--- config.mk ---
export PLATFORM = sky130hd
export DESIGN_NAME = quad_enc_ctrl_flat
export DESIGN_NICKNAME = d
export VERILOG_FILES = /design/src/rtl/quad_enc_ctrl_if.sv /design/src/rtl/quad_enc_ctrl.sv /design/src/flat_wrapper.sv
export SDC_FILE = /design/constraint.sdc
export NUM_CORES = 1
export LEC_CHECK = 0
export CORE_MARGIN = 2
export CORE_UTILIZATION = 60
export DETAILED_ROUTE_END_ITERATION = 10
export DONT_BUFFER_PORTS = 1
export GPL_TIMING_DRIVEN = 0
export PLACE_DENSITY_LB_ADDON = 0.1
export SYNTH_ARGS = -nofsm -noshare
export SYNTH_HDL_FRONTEND = slang
export SYNTH_SLANG_ARGS = --single-unit
--- constraint.sdc ---
create_clock -name clk -period 9.95 [get_ports clk]
set_input_delay 1.99 -clock clk [delete_from_list [all_inputs] [get_ports clk]]
set_output_delay 1.99 -clock clk [all_outputs]
set_load 0.03 [all_outputs]
--- src/rtl/quad_enc_ctrl_if.sv ---
// Snapshot stream port: one count word per beat, tagged with its channel,
// plus a pulse marking the end of a frame.
interface quad_enc_ctrl_if #(
    parameter int CNT_W = 16,
    parameter int CH_W  = 2
);
    logic             out_valid;
    logic             out_ready;
    logic [CNT_W-1:0] out_data;
    logic [CH_W-1:0]  out_ch;
    logic             frame_done;

    modport master (
        output out_valid, out_data, out_ch, frame_done,
        input  out_ready
    );

    modport slave (
        input  out_valid, out_data, out_ch, frame_done,
        output out_ready
    );
endinterface

--- src/rtl/quad_enc_ctrl.sv ---
// Multi-channel x4 quadrature decoder with atomic snapshot and streamed readout.
//
// state | meaning
// ------+---------------------------------------------------------------
// IDLE  | waiting for sample_req or the internal tick
// SNAP  | one cycle: copy every channel's next count into the snapshot
// SEND  | stream snapshot words 0..NUM_CH-1 over the valid/ready port
module quad_enc_ctrl #(
    parameter int NUM_CH     = 4,
    parameter int CNT_W      = 16,
    parameter int SAMPLE_DIV = 0
) (
    input  logic              clk,
    input  logic              rst_n,
    input  logic [NUM_CH-1:0] enc_a,
    input  logic [NUM_CH-1:0] enc_b,
    input  logic [NUM_CH-1:0] enc_z,
    input  logic [NUM_CH-1:0] zero_en,
    input  logic              sample_req,
    input  logic              clr_flags,
    quad_enc_ctrl_if.master   outBus,
    output logic              busy,
    output logic [NUM_CH-1:0] dir,
    output logic [NUM_CH-1:0] err,
    output logic              overrun
);
    localparam int              CH_W    = (NUM_CH > 1) ? $clog2(NUM_CH) : 1;
    localparam logic [CH_W-1:0] LAST_CH = CH_W'(NUM_CH - 1);

    typedef enum logic [1:0] {
        IDLE = 2'd0,
        SNAP = 2'd1,
        SEND = 2'd2
    } stateT;

    logic [1:0]        rstPipe;
    logic              rstSyncN;
    logic [NUM_CH-1:0] aMeta, aSync, bMeta, bSync, zMeta, zSync;

    logic              primed;
    logic [1:0]        prevAb  [NUM_CH];
    logic [CNT_W-1:0]  cnt     [NUM_CH];
    logic [CNT_W-1:0]  cntNext [NUM_CH];
    logic [NUM_CH-1:0] dirNext;
    logic [NUM_CH-1:0] illegal;

    logic              tick;
    logic              trigger;

    stateT             state, stateNext;
    logic              outValid;
    logic              loadSnap;
    logic              advance;
    logic              lastAccept;
    logic              overrunSet;
    logic              frameDone;
    logic [CH_W-1:0]   idx;
    logic [CNT_W-1:0]  snap [NUM_CH];

    // Reset asserts immediately and releases two clocks after rst_n rises
    always_ff @(posedge clk or negedge rst_n) begin
        if (!rst_n) rstPipe <= '0;
        else        rstPipe <= {rstPipe[0], 1'b1};
    end

    assign rstSyncN = rstPipe[1];

    // Pin synchronizers use raw rst_n so they already track the pins when the core leaves reset
    always_ff @(posedge clk or negedge rst_n) begin
        if (!rst_n) begin
            aMeta <= '0;
            aSync <= '0;
            bMeta <= '0;
            bSync <= '0;
            zMeta <= '0;
            zSync <= '0;
        end else begin
            aMeta <= enc_a;
            aSync <= aMeta;
            bMeta <= enc_b;
            bSync <= bMeta;
            zMeta <= enc_z;
            zSync <= zMeta;
        end
    end

    // Per-channel x4 decode of {A,B} prev -> cur, with index zeroing taking precedence
    always_comb begin
        for (int ch = 0; ch < NUM_CH; ch++) begin
            cntNext[ch] = cnt[ch];
            dirNext[ch] = dir[ch];
            illegal[ch] = 1'b0;
            if (primed) begin
                case ({prevAb[ch], aSync[ch], bSync[ch]})
                    4'b0010, 4'b1011, 4'b1101, 4'b0100: begin
                        cntNext[ch] = cnt[ch] + CNT_W'(1);
                        dirNext[ch] = 1'b0;
                    end
                    4'b0001, 4'b0111, 4'b1110, 4'b1000: begin
                        cntNext[ch] = cnt[ch] - CNT_W'(1);
                        dirNext[ch] = 1'b1;
                    end
                    4'b0011, 4'b1100, 4'b1001, 4'b0110: illegal[ch] = 1'b1;
                    default: ;
                endcase
                if (zSync[ch] && zero_en[ch]) cntNext[ch] = '0;
            end
        end
    end

    // Counter state; the first cycle out of reset only primes prevAb
    always_ff @(posedge clk or negedge rstSyncN) begin
        if (!rstSyncN) begin
            primed <= 1'b0;
            dir    <= '0;
            err    <= '0;
            for (int ch = 0; ch < NUM_CH; ch++) begin
                prevAb[ch] <= '0;
                cnt[ch]    <= '0;
            end
        end else begin
            primed <= 1'b1;
            dir    <= dirNext;
            err    <= (err & ~{NUM_CH{clr_flags}}) | illegal;
            for (int ch = 0; ch < NUM_CH; ch++) begin
                prevAb[ch] <= {aSync[ch], bSync[ch]};
                cnt[ch]    <= cntNext[ch];
            end
        end
    end

    generate
        if (SAMPLE_DIV != 0) begin : gTimer
            localparam int               TMR_W    = (SAMPLE_DIV > 1) ? $clog2(SAMPLE_DIV) : 1;
            localparam logic [TMR_W-1:0] TMR_LAST = TMR_W'(SAMPLE_DIV - 1);
            logic [TMR_W-1:0] timer;

            // Free-running sample period counter, ticks on its last value
            always_ff @(posedge clk or negedge rstSyncN) begin
                if (!rstSyncN)             timer <= '0;
                else if (timer == TMR_LAST) timer <= '0;
                else                       timer <= timer + TMR_W'(1);
            end

            assign tick = (timer == TMR_LAST);
        end else begin : gNoTimer
            assign tick = 1'b0;
        end
    endgenerate

    assign trigger = sample_req | tick;

    // Scheduler state register
    always_ff @(posedge clk or negedge rstSyncN) begin
        if (!rstSyncN) state <= IDLE;
        else           state <= stateNext;
    end

    // Scheduler next state and control strobes; any trigger outside IDLE is an overrun
    always_comb begin
        stateNext  = state;
        outValid   = 1'b0;
        loadSnap   = 1'b0;
        advance    = 1'b0;
        lastAccept = 1'b0;
        overrunSet = 1'b0;
        case (state)
            IDLE: begin
                if (trigger) stateNext = SNAP;
            end
            SNAP: begin
                loadSnap   = 1'b1;
                overrunSet = trigger;
                stateNext  = SEND;
            end
            SEND: begin
                outValid   = 1'b1;
                overrunSet = trigger;
                if (outBus.out_ready) begin
                    if (idx == LAST_CH) begin
                        lastAccept = 1'b1;
                        stateNext  = IDLE;
                    end else begin
                        advance = 1'b1;
                    end
                end
            end
            default: stateNext = IDLE;
        endcase
    end

    // Snapshot capture (uses cntNext so a step decoded during SNAP is included), word index and flags
    always_ff @(posedge clk or negedge rstSyncN) begin
        if (!rstSyncN) begin
            idx       <= '0;
            frameDone <= 1'b0;
            overrun   <= 1'b0;
            for (int ch = 0; ch < NUM_CH; ch++) snap[ch] <= '0;
        end else begin
            frameDone <= lastAccept;
            overrun   <= (overrun & ~clr_flags) | overrunSet;
            if (loadSnap) begin
                idx <= '0;
                for (int ch = 0; ch < NUM_CH; ch++) snap[ch] <= cntNext[ch];
            end else if (advance) begin
                idx <= idx + CH_W'(1);
            end
        end
    end

    assign outBus.out_valid  = outValid;
    assign outBus.out_data   = snap[idx];
    assign outBus.out_ch     = idx;
    assign outBus.frame_done = frameDone;
    assign busy              = (state != IDLE);
endmodule

--- src/flat_wrapper.sv ---
// flat-port wrapper written by rule: the top's interface ports become plain ports
module quad_enc_ctrl_flat 
#(
    parameter int NUM_CH     = 4,
    parameter int CNT_W      = 16,
    parameter int SAMPLE_DIV = 0
)
  (clk, rst_n, enc_a, enc_b, enc_z, zero_en, sample_req, clr_flags, busy, dir, err, overrun, outBus_out_valid, outBus_out_data, outBus_out_ch, outBus_frame_done, outBus_out_ready);
  quad_enc_ctrl_if #(.CNT_W(CNT_W)) outBus_i ();
  input  logic clk;
  input  logic rst_n;
  input  logic [NUM_CH-1:0] enc_a;
  input  logic [NUM_CH-1:0] enc_b;
  input  logic [NUM_CH-1:0] enc_z;
  input  logic [NUM_CH-1:0] zero_en;
  input  logic sample_req;
  input  logic clr_flags;
  output logic busy;
  output logic [NUM_CH-1:0] dir;
  output logic [NUM_CH-1:0] err;
  output logic overrun;
  output wire logic [$bits(outBus_i.out_valid)-1:0] outBus_out_valid;
  output wire logic [$bits(outBus_i.out_data)-1:0] outBus_out_data;
  output wire logic [$bits(outBus_i.out_ch)-1:0] outBus_out_ch;
  output wire logic [$bits(outBus_i.frame_done)-1:0] outBus_frame_done;
  input wire logic [$bits(outBus_i.out_ready)-1:0] outBus_out_ready;
  assign outBus_out_valid = outBus_i.out_valid;
  assign outBus_out_data = outBus_i.out_data;
  assign outBus_out_ch = outBus_i.out_ch;
  assign outBus_frame_done = outBus_i.frame_done;
  assign outBus_i.out_ready = outBus_out_ready;
  quad_enc_ctrl #(.NUM_CH(NUM_CH), .CNT_W(CNT_W), .SAMPLE_DIV(SAMPLE_DIV)) u_core (.clk(clk), .rst_n(rst_n), .enc_a(enc_a), .enc_b(enc_b), .enc_z(enc_z), .zero_en(zero_en), .sample_req(sample_req), .clr_flags(clr_flags), .outBus(outBus_i), .busy(busy), .dir(dir), .err(err), .overrun(overrun));
endmodule
==> impl_metrics.tcl, run 1 <==
set metrics [dict create \
    cts_tree "done" \
    critPathLaunchType "flop" \
    n_fill_cell 1193 \
    synth_ff_type "dfrtp_1" \
    max_slew_margin_pct 36.41 \
    path_cells "clkbuf_1 > buf_1 > mux4_2" \
    fin_crit_sh_pct 50.42 \
    yosys-top-cells-count "dfrtp_1 (177), nor2_1 (70), ha_1 (69)" \
    tightest_slew_ns 0.9475 \
    cts_resized 0 \
    io_pins 51 \
    hold_viol_final 0 \
    finClkSkew_ns 0.01119 \
    syn_to_final_growth_pct 10.39 \
    ctsHoldBuffers 0 \
    synthesis.area_mm2 0.009684 \
    power_uw 3264 \
    cts.sinks 177 \
    drtIter0Drc 483 \
    grt-ovfl-total 0 \
    antenna_left 0 \
    antenna_found_initial 0 \
    post_cts_buffers 0 \
    clock-root-buffer "clkbuf_16" \
    hold_path_class "flop to async pin" \
    synth-seq-cells 177 \
    finalSetupViolations 0 \
    synth.top_cells.by_area "dfrtp_1 (46%), ha_1 (8.9%), mux2_2 (6.5%)" \
    start_util_pct 61.19 \
    die_y_um 131.0 \
    max_freq_mhz 199.3 \
    max_cap_violations 0 \
    dp_hpwl_um 16770 \
    critical_path_class "flop to primary output" \
    grt_pass1_vias 7152 \
    place_congestion 0.8587 \
    finish.utilization_pct 67.54 \
    port_buffers 0 \
    clkTransAtPathRegs_ns 0.08 \
    wl_per_cell_um 20.33 \
    required_ns 7.96 \
    final.setup.tns_ns 0 \
    cts_buffer_depth 2 \
    max-vdd-ir-drop_uv 167.2 \
    p_leak_uw 0.005107 \
    clock_latency_ns 0.44 \
    grt_first_pass_wirelength_um 37310 \
    core_mm2 0.01583 \
    r2r-end "u_core.snap[15]" \
    ys_seq_area_share_pct 45.74 \
    grtUsageTotal_pct 28.74 \
    worst-r2r-cell-count 13 \
    grt_max_degree 67 \
    slew_viol_final 0 \
    slowest_delay_ns 0.74 \
    yosys_warnings 0 \
    slowest_stage "mux4_2" \
    yosys.cell_types.count 63 \
    die_w_um 131.0 \
    crit_fanout 10 \
    synthArstFlopShare_pct 100.0 \
    nets 999 \
    r2r-start "u_core.bSync[3]" \
    drc 0 \
    htreeDepth 4 \
    cts_buffers 17 \
    post_synth.cell_area_avg_um2 10.98 \
    outcome "finished, final reports clean" \
    end_kind "primary output" \
    vias 7079 \
    yosysTopAreaCell "dfrtp_1" \
    rsz0062_at_grt "no" \
    antenna_cells 0 \
    yosysMostFrequentCell "dfrtp_1" \
    yosysTopAreaCellShare_pct 45.74 \
    layout-drive-gt1-share_pct 13.07 \
    rows 46 \
    first_pass_iters 6 \
    synthCells 882 \
    p_per_area_mw_per_mm2 305.3 \
    cp_data_arrival_time_ns 3.03 \
    synth_edf_count 0 \
    drt-total-wl_um 23060 \
    r2r_slack_ns 5.72 \
    stdcell_count 1134 \
    dp_cells 1102 \
    dieArea_mm2 0.01717 \
    routed_via_density 6.243 \
    fin_crit_ns 5.016 \
]
==> cells in the final DEF (no fill, tap or decap), types with 13 or more instances in the layout <==
cell,count
dfrtp_1,176
nor2_1,69
ha_1,69
nand2_1,66
mux2_2,56
a21oi_1,49
o21ai_0,39
xor2_1,38
xnor2_1,27
clkbuf_1,23
inv_1,22
nand3_1,20
a21o_1,20
nor3_1,18
a22o_1,18
clkbuf_16,17
mux4_2,16
mux2i_1,13
==> per-stage QoR <==
step	worst slack [ns]	instance area [um2]	hold WS (ns)
final	4.934	10690	0.2629
after global routing	4.702	10690	0.2976
after CTS	4.867	10690	0.2779
after detailed placement	5.339	10030	0.2672
after global placement	3.671	9958	0.3329
after floorplan	5.371	9688	0.3312
==> flip-flops by register name (all words and copies together), names as in the netlist <==
name                      flops
u_core.cnt                   64
u_core.snap                  64
u_core.prevAb                 8
u_core.aMeta                  4
u_core.aSync                  4
u_core.bMeta                  4
u_core.bSync                  4
u_core.dir                    4
u_core.err                    4
u_core.zMeta                  4
u_core.zSync                  4
u_core.outBus.out_ch          2
u_core.rstPipe                2
u_core.state                  2
u_core.outBus.frame_done      1
u_core.overrun                1
u_core.primed                 1
==> critical path, delay by kind of cell, from the launching register on <==
family	cells	cell delay, ns
buffers and inverters	2	1.26
multiplexers	1	0.74
flip-flops	1	0.59
==> kinds of logic (layout without fill, tap and decap cells) <==
group / count (synthesis) / in the layout / share of synthesized area [%]
AOI/OAI and AO/OA: 199 / 199 / 13.89
buffers and inverters: 47 / 82 / 1.822
DFF: 177 / 177 / 45.74
xor gates and xnor gates: 65 / 65 / 5.879
muxes: 85 / 85 / 11.58
other: 1 / 2 / 0.03872
and+or+nand+nor: 235 / 235 / 11.32
adders and majority gates: 73 / 73 / 9.742
==> report_power, final <==
group | total, uW | internal, uW | switching (uW)
registers | 1160 | 954 | 204
clock network | 725 | 360 | 366
logic | 1380 | 596 | 785
==> worst max-delay path by stage <==
stage / from / to / slack [ns] / depth (start not counted)
3_5_place_dp: u_core.outBus.out_ch[0] / outBus_out_data[6] / 5.34 / 3
4_1_cts: u_core.outBus.out_ch[0] / outBus_out_data[6] / 4.87 / 3
6_report: u_core.outBus.out_ch[0] / outBus_out_data[6] / 4.93 / 3
5_1_grt: u_core.outBus.out_ch[0] / outBus_out_data[6] / 4.70 / 3
2_1_floorplan: u_core.rstPipe[1] / u_core.cnt[0] / 5.37 / 0
3_3_place_gp: u_core.rstPipe[1] / u_core.snap[42] / 3.67 / 0
==> layer usage <==
layer | vias up | GRT usage, % | routed length [um]
met5 | - | 0 | 0
met4 | 0 | 8.260 | 471
met3 | 33 | 7.736 | 1472
met2 | 205 | 47.18 | 11100
met1 | 3561 | 37.89 | 10010
li1 | 3280 | - | -
==> area by class of cell <==
type	instances	area, um2	share of cell area, %
Buffer	25	93.84	0.8778
Inverter	22	82.58	0.7725
Clock inverter	15	230.2	2.154
Multi-Input combinational cell	659	5085	47.57
Timing Repair Buffer	3	70.07	0.6554
Clock buffer	17	425.4	3.979
Tap cell	216	270.3	2.528
Sequential cell	177	4433	41.47
Power figures use the tool's default switching activity.
==> run 2, diff against run 1 <==
- CORE_UTILIZATION: 60 -> 58
- clock period: 9.95 -> 4.55 ns (I/O delays scaled with it)
==> run 2 against run 1 <==
  * Sequential power up 120%
  * Hold slack worse by 0.11 ns
  * Critical path type is now flop to flop
  * Global-route usage down 1.5 points
  * Sequential share of layout area about the same
  * Utilization down 2.6 points
  * Critical endpoint is now u_core.snap[15]
  * Clock-buffer cell count unchanged
  * First-iteration DRC count down 7.0%
  * Register-to-register slack worse by 5.4 ns
  * Highest routed layer unchanged
  * Cell count up 0.35%
  * Sequential cell count unchanged
  * Clock power up 120%
==> impl_metrics.tcl, run 2 (synthesis results as in run 1) <==
set metrics [dict create \
    rows 47 \
    r2r-start "u_core.bSync[3]" \
    drtIter0Drc 449 \
    crit_fanout 17 \
    whs_ns 0.1547 \
    port_buffers 0 \
    nets 999 \
    cp_data_arrival_time_ns 4.53 \
    max_slew_margin_pct 40.72 \
    tightest_slew_ns 0.8833 \
    cts_buffers 17 \
    place_congestion 0.8996 \
    htreeDepth 4 \
    dp_hpwl_um 16970 \
    mostFrequentLayoutCells "dfrtp_1 (176), nor2_1 (69), ha_1 (69), nand2_1 (66), mux2_2 (56)" \
    core_mm2 0.01647 \
    syn_to_final_growth_pct 10.49 \
    antenna_cells 0 \
    drc 0 \
    rsz0062_at_grt "no" \
    final.setup.tns_ns 0 \
    clkTransAtPathRegs_ns 0.08 \
    die_y_um 133.2 \
    r2r_slack_ns 0.34 \
    grt_pass1_vias 7075 \
    grt_max_degree 63 \
    vias 6973 \
    cts.sinks 177 \
    max_freq_mhz 237.4 \
    final_common_cell "dfrtp_1" \
    end_kind "flop" \
    grt_first_pass_wirelength_um 37470 \
    slew_viol_final 0 \
    cts_resized 0 \
    post_cts_buffers 0 \
    clock-root-buffer "clkbuf_16" \
    critical_path_class "flop to flop" \
    routed_via_density 6.127 \
    fin_crit_ns 4.213 \
    grtUsageTotal_pct 27.27 \
    clock_latency_ns 0.44 \
    finClkSkew_ns 0.01034 \
    layout_setup_ws_ns 0.3372 \
    required_ns 4.87 \
    layout-drive-gt1-share_pct 13.07 \
    ctsHoldBuffers 0 \
    finalSetupViolations 0 \
    reg_top3 "u_core.cnt: 64 flops, u_core.snap: 64 flops, u_core.prevAb: 8 flops" \
    drt-total-wl_um 22980 \
    p_per_area_mw_per_mm2 664.5 \
    cts_tree "done" \
    place_ws_ns 0.4108 \
    worst-r2r-cell-count 13 \
    max_cap_violations 0 \
    fin_crit_sh_pct 92.59 \
    grt-ovfl-total 0 \
    wl_per_cell_um 20.20 \
    io_pins 51 \
    finish.utilization_pct 64.98 \
    hold_viol_final 0 \
    n_fill_cell 1298 \
    antenna_left 0 \
    first_pass_iters 5 \
    die_w_um 133.2 \
    r2r-end "u_core.snap[15]" \
    setup.worst_path.start "u_core.bSync[3]" \
    p_leak_uw 0.005107 \
    hold_path_class "primary input to async pin" \
    dieArea_mm2 0.01775 \
    antenna_found_initial 1 \
    power_uw 7111 \
    max-vdd-ir-drop_uv 309.5 \
    critPathLaunchType "flop" \
    outcome "finished, final reports clean" \
    start_util_pct 58.81 \
    cts_buffer_depth 2 \
]
[run 2: changes by cell type in the layout (fill, tap and decap cells not counted)]
cell | before | now
inv_8 | 2 | 1
inv_12 | 7 | 6
clkinv_8 | 4 | 6
[run 2: worst max-delay path by stage]
stage | end | slack (ns) | depth (start not counted)
2_1_floorplan | u_core.snap[15] | 0.99 | 13
3_3_place_gp | u_core.snap[47] | 0.17 | 11
3_5_place_dp | u_core.snap[15] | 0.41 | 13
4_1_cts | u_core.snap[15] | 0.37 | 13
5_1_grt | u_core.snap[15] | 0.07 | 13
6_report | u_core.snap[15] | 0.34 | 13
[run 2: layout make-up]
cell class                 instances  area, um2  share of cell area (%)
multi-input combinational        659       5085                   47.52
sequential                       177       4433                   41.43
clock buffer                      17      425.4                   3.976
tap                              220      275.3                   2.572
clock inverter                    15      235.2                   2.198
buffer                            25      93.84                  0.8770
inverter                          22      82.58                  0.7717
timing repair buffer               3      70.07                  0.6548
[run 2: worst max-delay path: stages (launching register included)]
cell      delay, ns
dfrtp_1        0.44
xnor2_1        0.20
or2_0          0.13
clkbuf_1       0.42
inv_1          0.45
ha_1           0.49
a21o_1         0.20
a21o_1         0.19
a2111o_1       0.41
a31o_1         0.23
a2111o_1       0.40
a41oi_2        0.18
nor2b_1        0.07
o31a_1         0.27
[run 2: per-layer routing]
| metal | track usage, % | share of wire, % | wire length, um | vias to the layer above |
|---|---|---|---|---|
| met3 | 7.078 | 5.9 | 1361 | 29 |
| met1 | 36.36 | 43 | 9958 | 3496 |
| met5 | 0 | 0 | 0 | - |
| met2 | 44.01 | 49 | 11190 | 177 |
| li1 | - | - | - | 3271 |
| met4 | 8.924 | 2.1 | 474 | 0 |
[run 2: metrics by stage]
| stage | cell area, um2 | instances |
|---|---|---|
| 4_1_cts | 10700 | 1138 |
| 5_1_grt | 10700 | 1138 |
| 6_report | 10700 | 1138 |
| 2_1_floorplan | 9689 | 883 |
| 3_5_place_dp | 10040 | 1106 |
| 3_3_place_gp | 9965 | 1103 |
[run 2: report_power, final]
group	internal [uW]	total [uW]	switching [uW]
logic	1300	2990	1690
clock network	785	1590	803
registers	2090	2530	446
